==> config.mk <==
export PLATFORM = sky130hd
export DESIGN_NAME = midi_stream_parser
export DESIGN_NICKNAME = d
export VERILOG_FILES = /design/src/rtl/midi_stream_parser.sv
export SDC_FILE = /design/constraint.sdc
export NUM_CORES = 1
export LEC_CHECK = 0
export CORE_MARGIN = 1
export CORE_UTILIZATION = 50
export CTS_CLUSTER_DIAMETER = 200
export DETAILED_ROUTE_END_ITERATION = 8
export PLACE_DENSITY = 0.71
export SYNTH_ARGS = -nofsm -noshare
export SYNTH_HDL_FRONTEND = slang
export SYNTH_SLANG_ARGS = --single-unit
==> constraint.sdc <==
create_clock -name clk -period 4.3 [get_ports clk]
set_clock_uncertainty 0.05 [all_clocks]
set_input_delay 1.29 -clock clk [delete_from_list [all_inputs] [get_ports clk]]
set_output_delay 1.29 -clock clk [all_outputs]
set_load 0.01 [all_outputs]
==> src/rtl/midi_stream_parser.sv <==
// midi_stream_parser: turns a UART MIDI byte stream into channel-voice
// messages that are queued in a small output FIFO. Real-time bytes
// bypass the parser on a separate one-cycle strobe.
// Optional build macro: MIDI_RUNNING_STATUS_EN. When it is defined, the
// status is kept after a completed message (running status). When it is
// undefined, the parser returns to IDLE after every message.

module midi_stream_parser #(
  parameter int unsigned FIFO_DEPTH = 4,
  parameter logic [15:0] CH_ENABLE  = 16'hFFFF
) (
  input  logic       clk,
  input  logic       rst_n,
  input  logic [7:0] Din,
  input  logic       Din_rdy,
  input  logic       msg_ready,
  output logic       msg_valid,
  output logic [2:0] msg_type,
  output logic [3:0] ch,
  output logic [6:0] D1,
  output logic [6:0] D2,
  output logic       rt_valid,
  output logic [7:0] rt_byte,
  output logic       error
);

  localparam int unsigned AW       = (FIFO_DEPTH > 1) ? $clog2(FIFO_DEPTH) : 1;
  localparam logic [AW:0] LP_DEPTH = (AW+1)'(FIFO_DEPTH);

  // Message type codes as seen on msg_type.
  localparam logic [2:0] T_NOTE_OFF = 3'd0;
  localparam logic [2:0] T_NOTE_ON  = 3'd1;
  localparam logic [2:0] T_PROG     = 3'd4;
  localparam logic [2:0] T_CH_AT    = 3'd5;

  typedef enum logic [1:0] {
    ST_IDLE,
    ST_WAIT_D1,
    ST_WAIT_D2,
    ST_SYSEX
  } state_t;

`ifdef MIDI_RUNNING_STATUS_EN
  localparam state_t LP_AFTER_MSG = ST_WAIT_D1;
`else
  localparam state_t LP_AFTER_MSG = ST_IDLE;
`endif

  // Parser state and latched status
  state_t     r_state, w_state_nxt;
  logic [2:0] r_type,  w_type_nxt;
  logic [3:0] r_ch,    w_ch_nxt;
  logic [6:0] r_d1,    w_d1_nxt;
  // Set while a status byte is latched but no message has completed
  // under it yet; distinguishes a fresh WAIT_D1 (incomplete message)
  // from a running-status WAIT_D1 (nothing outstanding).
  logic       r_fresh, w_fresh_nxt;

  // Per-byte decode results
  logic       w_is_rt;
  logic       w_done;
  logic       w_fsm_err;
  logic [2:0] w_msg_type;
  logic [6:0] w_msg_d1;
  logic [6:0] w_msg_d2;

  // Completed-message staging register (one cycle before the FIFO write)
  logic        r_push;
  logic [20:0] r_push_word;

  // Real-time and error outputs
  logic       r_rt_valid;
  logic [7:0] r_rt_byte;
  logic       r_error;

  // Output FIFO
  logic [20:0]   r_mem [FIFO_DEPTH];
  logic [AW-1:0] r_wr_ptr;
  logic [AW-1:0] r_rd_ptr;
  logic [AW:0]   r_count;
  logic          w_full;
  logic          w_pop;
  logic          w_wr;
  logic          w_ovf;
  logic [20:0]   w_head;

  assign w_is_rt = Din_rdy & (Din[7:3] == 5'b11111);

  // Next-state, latch updates and message completion for each strobed byte
  always_comb begin
    w_state_nxt = r_state;
    w_type_nxt  = r_type;
    w_ch_nxt    = r_ch;
    w_d1_nxt    = r_d1;
    w_fresh_nxt = r_fresh;
    w_done      = 1'b0;
    w_fsm_err   = 1'b0;
    w_msg_d1    = r_d1;
    w_msg_d2    = '0;
    if (Din_rdy && !w_is_rt) begin
      if (Din[7:4] == 4'hF) begin
        // System common / exclusive: running status is lost
        w_fresh_nxt = 1'b0;
        w_state_nxt = (Din[3:0] == 4'h0) ? ST_SYSEX : ST_IDLE;
      end else if (Din[7]) begin
        // Channel status byte: abandoning a half-received message is an error
        if ((r_state == ST_WAIT_D2) || ((r_state == ST_WAIT_D1) && r_fresh)) begin
          w_fsm_err = 1'b1;
        end
        w_type_nxt  = Din[6:4];
        w_ch_nxt    = Din[3:0];
        w_fresh_nxt = 1'b1;
        w_state_nxt = ST_WAIT_D1;
      end else begin
        case (r_state)
          ST_IDLE: begin
            w_fsm_err = 1'b1;
          end
          ST_WAIT_D1: begin
            w_d1_nxt = Din[6:0];
            w_msg_d1 = Din[6:0];
            if ((r_type == T_PROG) || (r_type == T_CH_AT)) begin
              w_done      = 1'b1;
              w_fresh_nxt = 1'b0;
              w_state_nxt = LP_AFTER_MSG;
            end else begin
              w_state_nxt = ST_WAIT_D2;
            end
          end
          ST_WAIT_D2: begin
            w_msg_d2    = Din[6:0];
            w_done      = 1'b1;
            w_fresh_nxt = 1'b0;
            w_state_nxt = LP_AFTER_MSG;
          end
          ST_SYSEX: begin
            w_state_nxt = ST_SYSEX;
          end
          default: begin
            w_state_nxt = ST_IDLE;
          end
        endcase
      end
    end
  end

  // A NOTE_ON with zero velocity is reported as NOTE_OFF
  always_comb begin
    w_msg_type = r_type;
    if ((r_type == T_NOTE_ON) && (w_msg_d2 == '0)) begin
      w_msg_type = T_NOTE_OFF;
    end
  end

  // Parser state register
  always_ff @(posedge clk) begin
    if (!rst_n) begin
      r_state <= ST_IDLE;
      r_type  <= '0;
      r_ch    <= '0;
      r_d1    <= '0;
      r_fresh <= 1'b0;
    end else begin
      r_state <= w_state_nxt;
      r_type  <= w_type_nxt;
      r_ch    <= w_ch_nxt;
      r_d1    <= w_d1_nxt;
      r_fresh <= w_fresh_nxt;
    end
  end

  // Stage completed messages, real-time strobe and error pulse
  always_ff @(posedge clk) begin
    if (!rst_n) begin
      r_push      <= 1'b0;
      r_push_word <= '0;
      r_rt_valid  <= 1'b0;
      r_rt_byte   <= '0;
      r_error     <= 1'b0;
    end else begin
      r_push      <= w_done & CH_ENABLE[r_ch];
      r_push_word <= {w_msg_type, r_ch, w_msg_d1, w_msg_d2};
      r_rt_valid  <= w_is_rt;
      r_rt_byte   <= w_is_rt ? Din : '0;
      r_error     <= w_fsm_err | w_ovf;
    end
  end

  assign msg_valid = (r_count != '0);
  assign w_full    = (r_count == LP_DEPTH);
  assign w_pop     = msg_valid & msg_ready;
  // When full, a same-cycle pop frees the slot the push needs
  assign w_wr      = r_push & (~w_full | w_pop);
  assign w_ovf     = r_push & w_full & ~w_pop;

  // FIFO pointers and occupancy
  always_ff @(posedge clk) begin
    if (!rst_n) begin
      r_wr_ptr <= '0;
      r_rd_ptr <= '0;
      r_count  <= '0;
    end else begin
      if (w_wr) begin
        r_wr_ptr <= r_wr_ptr + AW'(1);
      end
      if (w_pop) begin
        r_rd_ptr <= r_rd_ptr + AW'(1);
      end
      case ({w_wr, w_pop})
        2'b10:   r_count <= r_count + (AW+1)'(1);
        2'b01:   r_count <= r_count - (AW+1)'(1);
        default: r_count <= r_count;
      endcase
    end
  end

  // FIFO storage write
  always_ff @(posedge clk) begin
    if (w_wr) begin
      r_mem[r_wr_ptr] <= r_push_word;
    end
  end

  assign w_head = msg_valid ? r_mem[r_rd_ptr] : '0;
  assign {msg_type, ch, D1, D2} = w_head;

  assign rt_valid = r_rt_valid;
  assign rt_byte  = r_rt_byte;
  assign error    = r_error;

endmodule

==> Yosys cells after proc, flatten, opt, wreduce, memory -nomap -nowiden <==
Memory sizes are Yosys's and may differ from the RTL's. A register that Yosys moved wholly into a read port is not among the register bits.
Index checks and enable logic that the tools add are counted.
{ "totals": {"elab_cells": 99, "register_bits": 56, "mem_count": 2, "input_bits": 12, "output_inout_bits": 32, "ramBits": 84, "rom_bits": 16} }
{ "op_classes": {"muxes": 36, "reduce_logical": 18, "bitwise_logic": 12, "n_addsub": 4, "n_eq_ne": 12, "order_cmp": 1} }
{ "mem_list": {"columns": ["memory", "depth", "width", "read_ports", "rd_clocked_by_memory_dff", "write_ports", "line_no", "rtl"], "rows": [
  ["r_mem", 4, 21, 1, 1, 1, "77", "logic [20:0] r_mem [FIFO_DEPTH];"],
  ["(no name shown)", 16, 1, 1, 1, 0, "181", "r_push <= w_done & CH_ENABLE[r_ch];"]
]} }
{ "op_table": {"columns": ["operator", "n"], "rows": [
  ["2-to-1 mux 7 bit", 8],
  ["2-to-1 mux 21 bit", 1],
  ["2-to-1 mux 1 bit", 15],
  ["2-to-1 mux 2 bit", 6],
  ["equality test 3 bit, second input constant", 3],
  ["2-to-1 mux 4 bit", 2],
  ["logical NOT 7 bit", 1],
  ["AND 1 bit", 6],
  ["equality test 2 bit, second input constant", 3],
  ["case mux 2 bit (3 select lines)", 1],
  ["case mux 3 bit (2 select lines)", 1],
  ["AND reduction 3 bit", 2],
  ["equality test 5 bit, second input constant", 1],
  ["< comparator 4 x 5 -> 1 bit, second input constant", 1],
  ["nonzero test 5 bit", 1],
  ["adder 2 x 1 -> 2 bit, second input constant", 2],
  ["equality test 2 x 1 -> 1 bit, second input constant", 2],
  ["equality test 4 bit, second input constant", 1],
  ["logical NOT 4 bit", 1],
  ["!= test 4 x 3 -> 1 bit, second input constant", 1],
  ["NOT 1 bit", 4],
  ["case mux 1 bit (2 select lines)", 2],
  ["AND reduction 2 bit", 2],
  ["nonzero test 4 bit", 1],
  ["11 further kinds", 15]
]} }

==> Longest topological paths before layout <==
Gate-level depths: netlist (run 1).
{ "depth": {"word_depth": 8, "ltp_mapped": 10, "mapped_depth_nobuf": 9} }

==> Least setup slack after synthesis (run 1) <==
Ideal clock, no wire load.
{ "synth_path": {"kind": "input to register", "from": "input port msg_ready", "to": "register r_count[2]", "n_path_buf": 1, "t_required_ns": 4.180, "cell_stages": 10, "slack_ns": 1.152, "arrival_ns": 3.028, "setup_time_ns": 0.070, "path_cell_list": "nor4b_1 nor2b_1 clkbuf_1 inv_1 ha_1 inv_1 fa_1 xor2_1 or3_1 a21oi_1"} }
{ "synth_via": {"elab_chain_len": 5, "elab_cells_between_ends": 7, "classes_between": "2 x eq/ne; 1 x mux; 3 x bitwise; 1 x reduce/logical"} }
{ "synth_rtl": {"columns": ["item", "line_no", "rtl"], "rows": [
  ["start, declared", "16", "input logic msg_ready,"],
  ["AND 1 bit (*)", "191", "assign w_pop = msg_valid & msg_ready;"],
  ["bitwise OR 1 bit", "193", "assign w_wr = r_push & (~w_full | w_pop);"],
  ["AND 1 bit", "193", null],
  ["equality test 2 x 1 -> 1 bit / equality test 2 bit (equally long branches)", "209", "case ({w_wr, w_pop})"],
  ["case mux 3 bit (2 select lines) / nonzero test 2 bit (equally long branches)", null, null],
  ["end signal, assigned", "210", "2'b10: r_count <= r_count + (AW+1)'(1);"],
  ["end signal, assigned", "211", "2'b01: r_count <= r_count - (AW+1)'(1);"],
  ["end signal, assigned", "212", "default: r_count <= r_count;"],
  ["end, declared", "80", "logic [AW:0] r_count;"]
]} }
Every way passes the cells marked *; elsewhere a longest branch is shown, timed or not.
A chain may end at the register's enable or synchronous reset.

==> metrics, run 1 <==
outcome finished, final reports clean; Clock transition at path regs 0.06 ns; Syn Area/Cell 15.7 µm²; Final Instance Count excl. Fillers 526; Final Critical Period 3.80 ns; VDD IR-drop max 368 µV; post-CTS setup buffers 0; routed vias/inst 5.14; worst rel slew slack 48.6%; WP buf/inv 2; Initial Utilization 51.8%; crit path cell chain buf_4 -> mux4_2 -> and2_1 -> clkdlybuf4s50_1; vias in the first global route 2738; H-tree depth 4; Seq pwr share 47.8%; largest stage delay on the critical path 0.59 ns; Post-Route WL 9050 µm; routed wl met3 355 µm; Mapped Cells 323; area of the die 10500 µm²; Clk pwr share 49.0%; YS warnings 0; initial drt markers 159; synthesized area 5060 µm²; placed cells 494; HP Class flop to flop; Vias 2702; ant diodes 0; Switch Pwr 0.000598 W; Area Growth Syn to Fin 23.5%; CP max stage cell mux4_2; clock sink count 135; # setup viols final 0; Worst Setup Path Type flop to primary output; DR WL met2 4440 µm; Worst Path Max Fanout 21; cell family with most CP delay buffers and inverters; Synth Net Count 345; Sw Ratio 20.6%; largest net degree at the start of global routing 26; Internal Pwr Total 0.00231 W; Root Driver clkbuf_8; Yosys cell types 35; Post-CTS Resized 0; RSZ-0062 raised after global routing false; CTS max path bufs 2; Yosys reg bits 135; CP required 2.96 ns; DR WL/cell 17.2 µm; # fillers 719; first-pass GRT wire length 14300 µm; I/O Pins 44; clock latency on the worst-skew pair 0.52 ns; Comb power frac 3.1%; Critical Path Source Type flop; Die Span Y 103 µm; Site Rows 36; Routed Antenna Nets 0; DRT Pass-1 Iters 5; crit end category primary output; antenna violations before repair 0; final layout net count 402; Port Buffers 43; Final Slew Violations 0; GPL Wtd Cong 0.801; CTS tree done; Die Wd 103 µm; fmax 263 MHz; DRT met1 WL 4090 µm; Max Cap Viol 0; P per Cell Area 464 nW/µm²; Worst-Margin Slew 0.771 ns; CTS Buf Count 17; GRT Residual Overflow 0; ratio of cells with drive above 1 in the final layout 15.5%; Final Hold Fails 0; core area 9770 µm²; GRT Total Usage 19.5%; WP data arrival 2.46 ns; Detailed Place HPWL 5410 µm; period utilization 88.3%; highest routing layer actually used met4; LEAKAGE 2.24 nW; hold_buf cts 0; sequential element share of the synthesized area 70.0%; drt drc 0; TNS Setup 0 ns
-- cells in the mapped netlist --
| library cell | instances | share of area, % |
|---|---|---|
| a211oi_1 | 1 | 0.15 |
| a21oi_1 | 7 | 0.69 |
| a311oi_1 | 1 | 0.17 |
| a31oi_1 | 1 | 0.12 |
| a32oi_1 | 1 | 0.17 |
| and2_1 | 41 | 5.1 |
| and2_2 | 1 | 0.15 |
| and3_1 | 1 | 0.12 |
| buf_2 | 2 | 0.20 |
| clkbuf_1 | 10 | 0.74 |
| dfxtp_1 | 51 | 20 |
| edfxtp_1 | 84 | 50 |
| fa_1 | 1 | 0.40 |
| ha_1 | 9 | 2.2 |
| inv_1 | 10 | 0.74 |
| inv_2 | 1 | 0.074 |
| mux2i_1 | 15 | 3.0 |
| mux4_2 | 21 | 9.3 |
| nand2_1 | 4 | 0.30 |
| nand3_1 | 3 | 0.30 |
| nand3b_1 | 2 | 0.30 |
| nand4_1 | 1 | 0.12 |
| nor2_1 | 28 | 2.1 |
| nor2b_1 | 3 | 0.37 |
| nor3_1 | 6 | 0.59 |
| nor4b_1 | 1 | 0.17 |
| o211a_1 | 1 | 0.20 |
| o21a_1 | 1 | 0.15 |
| o21ai_0 | 5 | 0.49 |
| o31a_1 | 1 | 0.17 |
| or3_1 | 2 | 0.25 |
| or4_1 | 1 | 0.15 |
| or4_4 | 1 | 0.22 |
| xnor2_1 | 2 | 0.35 |
| xor2_1 | 3 | 0.52 |
-- logic make-up (layout without fill, tap and decap cells) --
group | count (synthesis) | after routing | share of synthesized area [%]
multiplexers | 36 | 36 | 12.3
adder cells (fa/ha/maj) | 10 | 10 | 2.62
AO/OA/AOI/OAI | 19 | 19 | 2.32
flip-flops | 135 | 135 | 70.0
buffers and inverters | 23 | 93 | 1.75
AND/OR/NAND/NOR | 95 | 95 | 10.2
XOR/XNOR | 5 | 5 | 0.865
-- sequential cells by signal, summed over array words and instances (netlist names), 3 cells and up, named ones only --
name,flops
r_d1,6
r_type,3
r_ch,4
r_push_word,15
r_mem,84
r_count,3
rt_byte,8
-- power by group through the flow --
stage | logic [W] | clock network (W) | registers (W)
detailed placement | 0.0000917 | 0 | 0.00142
global route | 0.0000999 | 0.00150 | 0.00139
floorplan | 0.0000535 | 0 | 0.00141
global placement | 0.0000899 | 0 | 0.00141
CTS | 0.0000921 | 0.00144 | 0.00139
finish | 0.0000915 | 0.00142 | 0.00139
-- worst min-delay path, stage by stage, from the launching register on --
cell and delay, ns:
dfxtp_1 0.31, nand2_1 0.05, nor2_1 0.04
-- layer usage --
metal  track usage, %  vias to the layer above
met5                0                        -
met4             10.1                        0
met3             5.08                       13
met2             31.3                       66
met1             24.5                     1331
li1                 -                     1292
-- final timing paths --
check,slack [ns],start,endpoint,cells after the start
max,0.50,flop,D1[2],4
max reg2reg,1.65,r_count[1],r_count[2],8
min,0.38,r_type[0],r_push_word[18],2
min reg2reg,0.38,r_type[0],r_push_word[18],2
-- placed cells by master, fill, tap and decap left out, types with 4 or more instances in the layout --
cell type | Yosys | routed
buf_4 | 0 | 7
clkdlybuf4s50_1 | 0 | 43
nor2_1 | 28 | 28
ha_1 | 9 | 9
mux4_2 | 21 | 21
nor3_1 | 6 | 6
clkbuf_16 | 0 | 16
a21oi_1 | 7 | 7
dfxtp_1 | 51 | 51
mux2i_1 | 15 | 15
edfxtp_1 | 84 | 84
nand2_1 | 4 | 4
clkinvlp_4 | 0 | 4
inv_1 | 10 | 10
o21ai_0 | 5 | 5
and2_1 | 41 | 41
-- layout make-up --
class	count	area, µm²	share of cell area, %
clock buffer	18	418	6.68
tap	133	166	2.66
sequential	135	3540	56.6
timing repair buffer	50	483	7.72
multi-input combinational	165	1430	22.9
clock inverter	14	173	2.76
inverter	11	41.3	0.660
-- stage by stage --
stage	total power, W	hold slack, ns	util [%]	instance area, µm²	setup WS [ns]
floorplan	0.00147	0.365	-	5060	1.15
global placement	0.00150	0.372	58.0	5670	0.672
detailed placement	0.00151	0.373	58.0	5670	0.549
CTS	0.00293	0.381	64.0	6260	0.432
global route	0.00299	0.428	64.0	6260	0.368
finish	0.00290	0.385	64.0	6260	0.501
Power figures use the tool's default switching activity.
==> run 2, diff against run 1 <==
TNS_END_PERCENT = 50   (was default)
==> results of run 2 <==
No change in the layout: final DEF, timing and power equal those of run 1.
